**config.mk**
```make
export PLATFORM = sky130hd
export DESIGN_NAME = icache_fill
export DESIGN_NICKNAME = d
export VERILOG_FILES = /design/src/rtl/icache_fill.sv
export SDC_FILE = /design/constraint.sdc
export NUM_CORES = 2
export LEC_CHECK = 0
export ABC_AREA = 1
export CORE_MARGIN = 2
export CORE_UTILIZATION = 25
export DETAILED_ROUTE_END_ITERATION = 8
export PLACE_DENSITY_LB_ADDON = 0.12
export SETUP_SLACK_MARGIN = 0.05
export SYNTH_ARGS = -nofsm -noshare
export SYNTH_HDL_FRONTEND = slang
export SYNTH_SLANG_ARGS = --single-unit
```
**constraint.sdc**
```tcl
create_clock -name clk -period 4.9 [get_ports clk]
set_input_delay 0.49 -clock clk [delete_from_list [all_inputs] [get_ports clk]]
set_output_delay 0.49 -clock clk [all_outputs]
set_load 0.01 [all_outputs]
```
**src/rtl/icache_fill.sv**
```systemverilog
// Direct-mapped I-cache with miss/fill FSM; optional hit/miss counters under ICACHE_STATS_EN.
// Latency: hit returns the cycle after the lookup edge; miss costs 1 + req wait + WORDS + 1 cycles.
// Backpressure: fe_stall holds fetch during a miss; mem_req_val/addr held stable until mem_req_rdy.
module icache_fill #(
    parameter int LINES = 16,
    parameter int WORDS = 4
) (
    input  logic        clk,
    input  logic        reset,
    input  logic        fe_req_val,
    input  logic [31:0] fe_pc,
    input  logic        fe_flush,
    output logic        fe_instr_val,
    output logic [31:0] fe_instr,
    output logic        fe_stall,
    output logic        mem_req_val,
    output logic [31:0] mem_req_addr,
    input  logic        mem_req_rdy,
    input  logic        mem_rsp_val,
    input  logic [31:0] mem_rsp_data
`ifdef ICACHE_STATS_EN
    ,
    output logic [31:0] hit_cnt,
    output logic [31:0] miss_cnt
`endif
);
    localparam int WSEL = $clog2(WORDS);
    localparam int OFF  = WSEL + 2;
    localparam int IDX  = $clog2(LINES);
    localparam int TAGW = 32 - OFF - IDX;
    localparam logic [WSEL-1:0] LAST_WORD = WSEL'(WORDS - 1);

    localparam logic [1:0] IDLE = 2'd0;
    localparam logic [1:0] REQ  = 2'd1;
    localparam logic [1:0] FILL = 2'd2;

    logic [1:0]      state;
    logic            stgVal;
    logic [29:0]     stgWa;   // staged word address, pc[31:2]
    logic [WSEL-1:0] stgWord;
    logic [IDX-1:0]  stgIdx;
    logic [TAGW-1:0] stgTag;
    logic [WSEL-1:0] fillCnt;
    logic            hit;
    logic            idleMiss;
    logic            fillWr;
    logic            unusedPcBits;

    logic [LINES-1:0] lineVal;
    logic [TAGW-1:0]  tagMem  [LINES];
    logic [31:0]      dataMem [LINES][WORDS];

    assign unusedPcBits = ^fe_pc[1:0];

    assign stgWord = stgWa[WSEL-1:0];
    assign stgIdx  = stgWa[WSEL+IDX-1:WSEL];
    assign stgTag  = stgWa[29:WSEL+IDX];

    assign hit      = stgVal & lineVal[stgIdx] & (tagMem[stgIdx] == stgTag);
    assign idleMiss = (state == IDLE) & stgVal & ~hit;
    assign fillWr   = (state == FILL) & mem_rsp_val & ~reset;

    assign fe_stall     = (state != IDLE) | idleMiss;
    assign fe_instr_val = (state == IDLE) & hit;
    assign fe_instr     = fe_instr_val ? dataMem[stgIdx][stgWord] : 32'd0;
    assign mem_req_val  = (state == REQ);
    assign mem_req_addr = mem_req_val ? {stgWa[29:WSEL], {OFF{1'b0}}} : 32'd0;

    always_ff @(posedge clk) begin
        if (reset) begin
            state   <= IDLE;
            stgVal  <= 1'b0;
            lineVal <= '0;
            fillCnt <= '0;
        end else begin
            // A flush while stalled kills the held lookup; the fill itself still completes.
            if (!fe_stall)
                stgVal <= fe_req_val & ~fe_flush;
            else if (fe_flush)
                stgVal <= 1'b0;

            case (state)
                IDLE: if (idleMiss) state <= REQ;
                REQ: begin
                    if (mem_req_rdy) begin
                        fillCnt         <= '0;
                        lineVal[stgIdx] <= 1'b0;
                        state           <= FILL;
                    end
                end
                FILL: begin
                    if (mem_rsp_val) begin
                        fillCnt <= fillCnt + WSEL'(1);
                        if (fillCnt == LAST_WORD) begin
                            lineVal[stgIdx] <= 1'b1;
                            state           <= IDLE;
                        end
                    end
                end
                default: state <= IDLE;
            endcase
        end
    end

    // Address, tags and data carry no reset; validity is tracked by stgVal/lineVal.
    always_ff @(posedge clk) begin
        if (!fe_stall)
            stgWa <= fe_pc[31:2];
        if (fillWr) begin
            dataMem[stgIdx][fillCnt] <= mem_rsp_data;
            if (fillCnt == LAST_WORD)
                tagMem[stgIdx] <= stgTag;
        end
    end

`ifdef ICACHE_STATS_EN
    always_ff @(posedge clk) begin
        if (reset) begin
            hit_cnt  <= 32'd0;
            miss_cnt <= 32'd0;
        end else begin
            if (fe_instr_val)
                hit_cnt <= hit_cnt + 32'd1;
            if (idleMiss)
                miss_cnt <= miss_cnt + 32'd1;
        end
    end
`endif

endmodule

```
==> impl_metrics.json <==
{
  "hold_path.class": "primary input to flop",
  "area_growth_pct": 19.7,
  "clock_insertion_delay_worst_skew_ns": 0.95,
  "cp_cell_sequence": "buf_12 -> buf_16 -> clkbuf_16 -> o211ai_1 -> nand3_1 -> nand3_2 -> nand2_1 -> nand2_2 -> nand2_1 -> nor2_2 -> nand2_1 -> nor2_2 -> nand2_2 -> nor2_4 -> buf_12 -> buf_16 -> and3_4 -> clkdlybuf4s50_1",
  "hold_viol_final": 0,
  "place.detailed.hpwl_mm": 188,
  "hold_buffers": 0,
  "ctsHtreeMaxLevel": 5,
  "tritoncts": "done",
  "remaining_drc_errors": 0,
  "num-fill-cells": 39506,
  "post_route_cells_drive_above_1_share_pct": 11.3,
  "die_height_um": 634,
  "min_period_ns": 4.72,
  "yosys.cell_types.count": 37,
  "grt_max_degree": 167,
  "crit_path_slowest_cell": "sky130_fd_sc_hd__clkdlybuf4s50_1",
  "synth_edf_count": 2462,
  "track_usage_pct": 17.5,
  "cts-buffers-inserted": 295,
  "leakage_nw": 39.0,
  "rsz0062_at_grt": "true",
  "critical-path-top-cell-by-count": "sky130_fd_sc_hd__nand2_1",
  "tightestPinTransition_ns": 1.19,
  "antenna_found_initial": 29,
  "synth.ff_latch_count": 2487,
  "pwr_density_cell_mw_per_mm2": 428,
  "cp.arrival_ns": 4.23,
  "ys.flop_type": "sky130_fd_sc_hd__edfxtp_1",
  "area_share_of_and_or_nand_nor_cells_after_synthesis_pct": 11.3,
  "total_wirelength_mm": 365,
  "grt_first_pass_wirelength_mm": 501,
  "die-width_um": 634,
  "drt_iter0_markers": 5579,
  "startpoint_class": "flop",
  "yosysTopAreaCellShare_pct": 74.4,
  "status": "complete, no violations",
  "cts-root-to-sink-buffers": 4,
  "final_setup_vio_count": 0,
  "numPortBuffers": 130,
  "vias": 64468,
  "postRouteAntennaNets": 0,
  "netlist_area_sq_mm": 0.0994,
  "core.rowCount": 231,
  "async_reset_ff_share_pct": 0,
  "placer_congestion": 0.739,
  "fin_total_pwr_w": 0.0509,
  "setup_tns_final_ns": 0,
  "layout_worst_path_cycle_share_pct": 96.4,
  "worstSetupEndpointType": "output pin",
  "synth_area_leader_cell": "sky130_fd_sc_hd__edfxtp_1",
  "yosysSeqAreaShare_pct": 74.9,
  "num-nets-final": 7976,
  "data_required_critical_path_ns": 4.41,
  "synth.avg_cell_area_sq_um": 13.0,
  "cts.sink_count": 2487,
  "timing.setup.critical_path_class": "flop to output pin",
  "crit_path_max_incr_delay_ns": 0.55,
  "yosys.area_share.adder_pct": 0.0504,
  "core_sq_mm": 0.396,
  "maxSlewViolCount": 0,
  "synth.area.mux_share_pct": 0,
  "first_pass_iters": 6,
  "cts.clk_slew.worst_paths_ns": 0.06,
  "global_route.overflow_total": 0,
  "crit_path_max_fanout": 11,
  "yosys_warnings": 0,
  "synthesized_instance_count": 7662,
  "via_per_inst": 4.82,
  "synth_top_family_by_area": "simple AND/OR/NAND/NOR gates",
  "final.setup_skew_ns": 0.0713,
  "i_o_pin_total": 137,
  "drv.max_cap_violation_count": 0,
  "clock_tree.root_cell": "sky130_fd_sc_hd__clkbuf_16",
  "power.ir.vdd_worst_mv": 0.273,
  "synth_xor_xnor_area_share_pct": 0,
  "synth.top_cells.by_area": "sky130_fd_sc_hd__edfxtp_1 (74%), sky130_fd_sc_hd__nand2_1 (5.5%), sky130_fd_sc_hd__o21ai_0 (3.3%), sky130_fd_sc_hd__nor2_1 (2.9%), sky130_fd_sc_hd__nand3_1 (2.2%)",
  "die_area_sq_mm": 0.402,
  "grt_pass1_vias": 62665,
  "start_util_pct": 25.1,
  "most_common_cell_in_the_netlist": "sky130_fd_sc_hd__edfxtp_1",
  "max_freq_mhz": 212,
  "avgRoutedWirePerCell_um": 27.3,
  "maxSlewHeadroom_pct": 20.5,
  "synth-compound-area-share_pct": 10.5,
  "synth.top_cells.by_count": "sky130_fd_sc_hd__edfxtp_1 (2462), sky130_fd_sc_hd__nand2_1 (1460), sky130_fd_sc_hd__nor2_1 (761)"
}
==> per-stage QoR <==
step           cells  setup WS (ns)  util, %  cell area [sq um]  hold WS, ns
2_1_floorplan   7665          0.967        -              99400        0.424
3_3_place_gp   12790          0.380     27.5             109000        0.443
5_1_grt        13363        0.00765     30.1             119000       0.0990
4_1_cts        13342         0.0504     30.0             119000       0.0576
3_5_place_dp   12790          0.404     27.5             109000        0.446
6_report       13369          0.177     30.1             119000        0.135
==> final timing paths <==
check              startpoint                         to  slack [ns]  depth (start not counted)
min reg2reg              flop                       flop        0.45                          2
max reg2reg              flop                       flop        1.43                         19
min          mem_rsp_data[30]  dataMem[13][94]$_DFFE_PP_        0.14                          1
max                      flop               fe_instr[26]        0.18                         18
==> placed cells by master (no fill, tap or decap), types with 70 or more instances in the layout <==
cell type,synthesis,routed
sky130_fd_sc_hd__nand3_1,440,427
sky130_fd_sc_hd__nand2_1,1460,1451
sky130_fd_sc_hd__a32o_1,71,71
sky130_fd_sc_hd__buf_4,40,209
sky130_fd_sc_hd__clkbuf_1,252,70
sky130_fd_sc_hd__clkbuf_16,0,309
sky130_fd_sc_hd__o211ai_1,85,85
sky130_fd_sc_hd__a21oi_1,404,404
sky130_fd_sc_hd__inv_1,162,160
sky130_fd_sc_hd__o21ai_0,648,646
sky130_fd_sc_hd__o221ai_1,158,157
sky130_fd_sc_hd__a221oi_1,120,120
sky130_fd_sc_hd__edfxtp_1,2462,2462
sky130_fd_sc_hd__o22ai_1,130,130
sky130_fd_sc_hd__buf_12,1,104
sky130_fd_sc_hd__nor2_1,761,694
==> metal layers <==
metal  vias up  share of wire (%)  global-route usage, %
li1      28894                  -                      -
met1     33541                 46                   24.5
met2      1604                 47                   28.4
met3       423                4.3                   2.27
met4         6                2.9                   5.20
met5         -             0.0099                      0
==> worst max-delay path: cells and delay by family, from the launching register on <==
family | cells | cell delay (ns)
buffers and inverters | 6 | 1.38
and+or+nand+nor | 11 | 1.39
DFF | 1 | 0.37
AOI/OAI and AO/OA | 1 | 0.17
==> repair_timing <==
action,CTS,global route
gates resized for setup,114,41
setup endpoints to repair,34,20
pin swaps,1,7
buffers inserted,26,8
gates cloned,15,8
==> registers in the layout (all words and copies together), names as in the netlist, named ones only <==
signal and count:
fillCnt 2, state 2, tagMem 384, dataMem 2048, stgVal 1, stgWa 30
==> cell families (layout without fill, tap and decap cells) <==
| group | count (synthesis) | after routing |
|---|---|---|
| fa+ha+maj | 4 | 4 |
| other cells | 1 | 15 |
| compound gates | 1688 | 1688 |
| simple gates | 2766 | 2766 |
| flops | 2487 | 2487 |
| buf+inv | 716 | 1167 |
==> area by class of cell <==
class	count	area (sq um)	share of cell area, %
Clock buffer	372	7810	6.56
Tap cell	5242	6560	5.51
Antenna cell	11	27.5	0.0231
Timing Repair inverter	4	37.5	0.0316
Timing Repair Buffer	486	5820	4.89
Inverter	166	688	0.578
Multi-Input combinational cell	4462	22400	18.8
Sequential cell	2487	74400	62.6
Clock inverter	139	1160	0.974
==> power by group <==
part,switching (W),leakage [nW],internal [W]
clock,0.00892,4.38,0.0120
sequential,0.000111,22.4,0.0235
combinational,0.00449,12.3,0.00190
(Power assumes the default switching activity.)
